### src/rtl/instr_fetch_unit.sv
// -----------------------------------------------------------------------------
// instr_fetch_unit
//   Fetch stage for a core with a 16-bit instruction input. Sequences the PC,
//   fetches over a single-outstanding req/ack interface, buffers fetched words
//   in a DEPTH-entry prefetch queue and presents the head with valid/ready.
//   A Redirect pulse flushes the queue and restarts fetch at RedirectPC; an
//   in-flight request is completed on the bus but its data is discarded.
//
// Build option:
//   FETCH_STATS_EN  when defined, adds the FetchCount output, a 16-bit wrapping
//                   counter of accepted pops (InstrValid && InstrReady, no
//                   Redirect in the same cycle).
//
// Ports:
//   CLK, RESET_N            clock (rising edge), asynchronous active-low reset
//   IMemReq/IMemAddr        fetch request and address, held until IMemAck
//   IMemAck/IMemData        one-cycle acknowledge with the fetched word
//   Redirect/RedirectPC     flush pulse and new fetch address
//   Instruction/InstrPC     queue head word and its address (0 when empty)
//   InstrValid/InstrReady   downstream handshake; pop on both high
//   FetchCount              accepted-pop counter (FETCH_STATS_EN only)
// -----------------------------------------------------------------------------
module instr_fetch_unit #(
    parameter int                ADDR_W   = 8,
    parameter int                INSTR_W  = 16,
    parameter int                DEPTH    = 4,
    parameter logic [ADDR_W-1:0] RESET_PC = '0
) (
    input  logic               CLK,
    input  logic               RESET_N,
    output logic               IMemReq,
    output logic [ADDR_W-1:0]  IMemAddr,
    input  logic               IMemAck,
    input  logic [INSTR_W-1:0] IMemData,
    input  logic               Redirect,
    input  logic [ADDR_W-1:0]  RedirectPC,
    output logic [INSTR_W-1:0] Instruction,
    output logic [ADDR_W-1:0]  InstrPC,
    output logic               InstrValid,
    input  logic               InstrReady
`ifdef FETCH_STATS_EN
    ,
    output logic [15:0]        FetchCount
`endif
);

    localparam int PTR_W = $clog2(DEPTH);
    localparam int CNT_W = $clog2(DEPTH + 1);
    localparam logic [CNT_W-1:0] FULL_CNT = CNT_W'(DEPTH);

    typedef enum logic [1:0] {FETCH, WAIT, SQUASH} state_t;

    state_t             state, state_nxt;
    logic [ADDR_W-1:0]  pc;
    logic [ADDR_W-1:0]  req_addr;
    logic [PTR_W-1:0]   rd_ptr, wr_ptr;
    logic [CNT_W-1:0]   count;
    logic               issue;
    logic               push;
    logic               pop;

    logic [ADDR_W-1:0]  q_pc   [DEPTH];
    logic [INSTR_W-1:0] q_data [DEPTH];

    // Next-state logic. A request is only issued from FETCH, so at most one is
    // outstanding and the queue always has room for the word it returns.
    always_comb begin
        // NOTE: every output of this block gets a default first so no path
        // leaves a signal unassigned, which would infer a latch.
        state_nxt = state;
        issue     = 1'b0;
        push      = 1'b0;
        case (state)
            FETCH: begin
                if (!Redirect && (count < FULL_CNT)) begin
                    issue     = 1'b1;
                    state_nxt = WAIT;
                end
            end
            WAIT: begin
                if (IMemAck) begin
                    push      = !Redirect;
                    state_nxt = FETCH;
                end else if (Redirect) begin
                    state_nxt = SQUASH;
                end
            end
            SQUASH: begin
                // The word returned here belongs to the pre-redirect stream.
                if (IMemAck) begin
                    state_nxt = FETCH;
                end
            end
            default: state_nxt = FETCH;
        endcase
    end

    assign pop = InstrValid && InstrReady && !Redirect;

    // NOTE: all sequential state uses non-blocking assignments so every
    // register samples pre-edge values regardless of statement order.
    always_ff @(posedge CLK or negedge RESET_N) begin
        if (!RESET_N) begin
            state    <= FETCH;
            pc       <= RESET_PC;
            req_addr <= RESET_PC;
            rd_ptr   <= '0;
            wr_ptr   <= '0;
            count    <= '0;
        end else begin
            state <= state_nxt;
            // Separate address register keeps IMemAddr stable through SQUASH
            // even though pc already holds the redirect target.
            if (issue) begin
                req_addr <= pc;
            end
            if (Redirect) begin
                pc     <= RedirectPC;
                rd_ptr <= '0;
                wr_ptr <= '0;
                count  <= '0;
            end else begin
                if (push) begin
                    pc     <= pc + ADDR_W'(1);
                    wr_ptr <= wr_ptr + PTR_W'(1);
                end
                if (pop) begin
                    rd_ptr <= rd_ptr + PTR_W'(1);
                end
                case ({push, pop})
                    2'b10:   count <= count + CNT_W'(1);
                    2'b01:   count <= count - CNT_W'(1);
                    default: count <= count;
                endcase
            end
        end
    end

    // NOTE: queue storage has no reset; entries are only observed when count
    // says they hold data, so clearing them would add logic for nothing.
    always_ff @(posedge CLK) begin
        if (push) begin
            q_pc[wr_ptr]   <= pc;
            q_data[wr_ptr] <= IMemData;
        end
    end

    assign IMemReq     = (state != FETCH);
    assign IMemAddr    = req_addr;
    assign InstrValid  = (count != '0);
    assign Instruction = InstrValid ? q_data[rd_ptr] : '0;
    assign InstrPC     = InstrValid ? q_pc[rd_ptr]   : '0;

`ifdef FETCH_STATS_EN
    always_ff @(posedge CLK or negedge RESET_N) begin
        if (!RESET_N) begin
            FetchCount <= '0;
        end else if (pop) begin
            FetchCount <= FetchCount + 16'd1;
        end
    end
`endif

endmodule

### config.mk
export PLATFORM = sky130hd
export DESIGN_NAME = instr_fetch_unit
export DESIGN_NICKNAME = d
export VERILOG_FILES = /design/src/rtl/instr_fetch_unit.sv
export SDC_FILE = /design/constraint.sdc
export NUM_CORES = 1
export LEC_CHECK = 0
export BUFFER_PORTS_ARGS = -buffer_cell sky130_fd_sc_hd__buf_2
export CORE_UTILIZATION = 40
export CTS_BUF_LIST = sky130_fd_sc_hd__clkbuf_16
export CTS_CLUSTER_SIZE = 12
export DETAILED_ROUTE_END_ITERATION = 8
export PLACE_DENSITY = 0.65
export SLEW_MARGIN = 15
export SYNTH_ARGS = -nofsm -noshare
export SYNTH_HDL_FRONTEND = slang
export SYNTH_SLANG_ARGS = --single-unit
### constraint.sdc
create_clock -name CLK -period 2.5 [get_ports CLK]
set_clock_uncertainty 0.05 [all_clocks]
set_input_delay 0.25 -clock CLK [delete_from_list [all_inputs] [get_ports CLK]]
set_output_delay 0.25 -clock CLK [all_outputs]
set_load 0.05 [all_outputs]
==> metrics.md <==
| Metric | Value |
|---|---|
| Hold Startpoint | `IMemData[5]` |
| Synth area leaders | `edfxtp_1 58%, dfrtp_1 13%, mux4_2 11%, and2_1 3.0%, mux2_2 1.8%` |
| Pre-antenna DRT Iters | `4` |
| Rows | `40` |
| Crit Path Max Fanout | `16` |
| Final ANT Viol Nets | `0` |
| Nets | `between 300 and 400` |
| Leak | `0.00229 uW` |
| Area growth, synth to finish | `23.3%` |
| Mean number of vias per cell | `just over 5` |
| RR Endpoint | `count[2]` |
| Port bufs | `62` |
| Final hold vios | `0` |
| Placed instance area | `5490 um2` |
| Largest net degree at the start of global routing | `27` |
| Met3 WL post-DR | `569 um` |
| GRT Overall Usage | `between 10% and 20%` |
| RSZ-0062 raised after global routing | `no` |
| Post-synthesis sequential area ratio | `70.2%` |
| CTS tree | `built` |
| Pwr Density | `948 nW/um2` |
| Met2 WL | `4350 um` |
| Post-Layout Inst Area | `between 6000 and 7000 um2` |
| Yosys top cell area share | `57.7%` |
| Final Setup Violations | `0` |
| Vias in the first global route | `2,814` |
| DR iter-0 viols | `approximately 120` |
| Syn_area_per_cell | `between 15 and 20 um2` |
| Worst R2R Setup Slack | `0.27 ns` |
| Worst EP arrival | `roughly 2 ns` |
| Worst skew pair latency | `0.40 ns` |
| Commonest non-fill, non-tap cells in the layout | `96 x edfxtp_1, 62 x buf_2, 24 x dfrtp_1, 24 x mux4_2, 24 x and2_1` |
| Req. time, crit path | `about 2.2 ns` |
| Max cap viols | `0` |
| Yosys Warn Count | `0` |
| Chip height | `between 100 and 150 um` |
| Post-synth top area cell | `edfxtp_1` |
| Max layer used | `met4` |
| ANT cells | `0` |
| Sum of negative setup slack | `0 ns` |
| Initial Util | `about 41%` |
| Drt total wl | `between 9000 and 10,000 um` |
| Core area | `about 12,000 um2` |
| Post-route setup slack | `slightly below 0.2 ns` |
| Peak supply drop | `0.000694 V` |
| DR vias | `approximately 2,800` |
| Fill cell count | `around 1,000` |
| Layout cells sized above 1 | `a little over a third` |
| Most common cell after layout, fill and taps aside | `edfxtp_1` |
| Crit path kind | `reg -> out` |
| Setup crit start kind | `flop` |
| Minimum clock period | `2.31 ns` |
| Worst hold stages | `1` |
| Die Span X | `114 um` |
| Reg clk slew, reported paths | `about 0.050 ns` |
| Endpoint class of the critical path | `output pin` |
| Hold Path End | `q_data[1][5]` |
| Hold WC Path Type | `in -> reg` |
| WL met1 | `about 4000 um` |
| Worst slew margin | `between 60% and 70%` |
| CTS sink count | `121` |
| EDFF count, synth | `96` |
| Worst r2r src | `count[1]` |
| Crit share post-route | `92.3%` |
| Post-synthesis cell type count | `43` |
| Cts bufs inserted | `17` |
| Place WS | `0.270 ns` |
| Fmax | `around 430 MHz` |
| Remaining DRCs | `0` |
| R2R depth | `6` |
| Global-route wire length before repair | `around 15,000 um` |
| Total grt overflow | `0` |
| Status | `completed` |
| Synth Net Count | `approximately 320` |
| Die area | `approximately 13,000 um2` |
| Final Max Tran Viols | `0` |
| Post-DP HPWL | `between 5000 and 6000 um` |
| Post-Syn Area | `around 5000 um2` |
| Clock root cell | `clkbuf_16` |
| Routability Congestion | `about 0.73` |
| Mapped Cells | `between 200 and 300` |
| Flip-flop and latch count after synthesis | `121` |
| WL/cell | `16.7 um` |
| Initial antenna violation count | `0` |
| H-tree Lvls | `4` |
| Io pins | `63` |
| Worst Max-Slew Pin Slew | `between 0.5 and 0.6 ns` |
| Worst-case clock buffer depth | `2` |
| Fraction of registers with async set/reset | `between 20% and 30%` |
| Main flop type after synthesis | `edfxtp_1` |
per-layer routing:
metal	up-vias	global-route usage, %
li1	1271	-
met1	1397	19.9
met2	89	24.0
met3	14	5.53
met4	0	5.53
met5	-	0
final cells by class:
class | instances | area, um2 | share of cell area, %
Tap cell | 168 | 210 | 3.41
Multi-Input combinational cell | 140 | 1380 | 22.4
Inverter | 4 | 15.0 | 0.244
Clock inverter | 13 | 164 | 2.66
Sequential cell | 121 | 3510 | 57.0
Clock buffer | 17 | 425 | 6.91
Timing Repair Buffer | 79 | 458 | 7.43
state kept, by name (all words and copies together), names as in the netlist:
signal,flops
pc,8
rd_ptr,2
state,2
q_data,64
count,3
wr_ptr,2
IMemAddr,8
q_pc,32
worst max-delay path, cell delays in order (launching register included):
cell     delay [ns]
dfrtp_2        0.35
buf_4          0.32
mux4_2         0.56
and2_1         0.17
buf_2          0.20
report_power, final:
part / total, uW / switching (uW) / leakage [uW] / internal [uW]
combinational: 1060 / 720 / 0.000817 / 338
clock: 2410 / 781 / 0.000297 / 1630
sequential: 2370 / 88.9 / 0.00117 / 2280
per-stage QoR:
stage | util [%] | hold WS (ns) | total power (uW) | cells
floorplan | - | -0.0956 | 3210 | 282
global placement | 45.3 | 0.227 | 3460 | 504
detailed placement | 45.3 | 0.229 | 3470 | 504
CTS | 50.8 | 0.000187 | 5910 | 541
global route | 50.9 | 0.00359 | 6080 | 542
finish | 50.9 | 0.0167 | 5840 | 542
how the worst max path moves through the flow:
stage                         start          to  slack [ns]  cells after the start
after detailed placement   count[1]    count[2]        0.27                      6
after global routing       count[1]    count[2]        0.04                      6
after CTS                 rd_ptr[0]  InstrPC[7]        0.13                      4
after floorplan            count[2]  InstrPC[0]        0.31                      5
after global placement     count[1]    count[2]        0.36                      6
final                     rd_ptr[0]  InstrPC[4]        0.19                      4
cells by family (layout without fill, tap and decap cells):
group | after synthesis | after routing | share of synthesized area [%]
adders and majority gates | 6 | 6 | 1.65
and+or+nand+nor | 72 | 72 | 8.97
buffers and inverters | 21 | 113 | 2.18
DFF | 121 | 121 | 70.2
xor gates and xnor gates | 5 | 5 | 0.877
muxes | 33 | 33 | 12.8
AOI/OAI and AO/OA | 24 | 24 | 3.26
cells in the mapped netlist (5+ instances only):
| cell type | n |
|---|---|
| and2_1 | 24 |
| and3_1 | 5 |
| clkbuf_1 | 7 |
| dfrtp_1 | 25 |
| edfxtp_1 | 96 |
| ha_1 | 5 |
| mux2_2 | 8 |
| mux4_2 | 24 |
| nand2_1 | 11 |
| nor2_1 | 5 |
| o21ai_0 | 6 |
what timing repair did:
item | CTS | global route
buffers inserted | 0 | 0
setup endpoints to repair | 1 | 0
hold buffers | 7 | 1
resized for setup | 1 | 0
endpoints found under the hold margin | 43 | 4
Power figures use the tool's default switching activity.
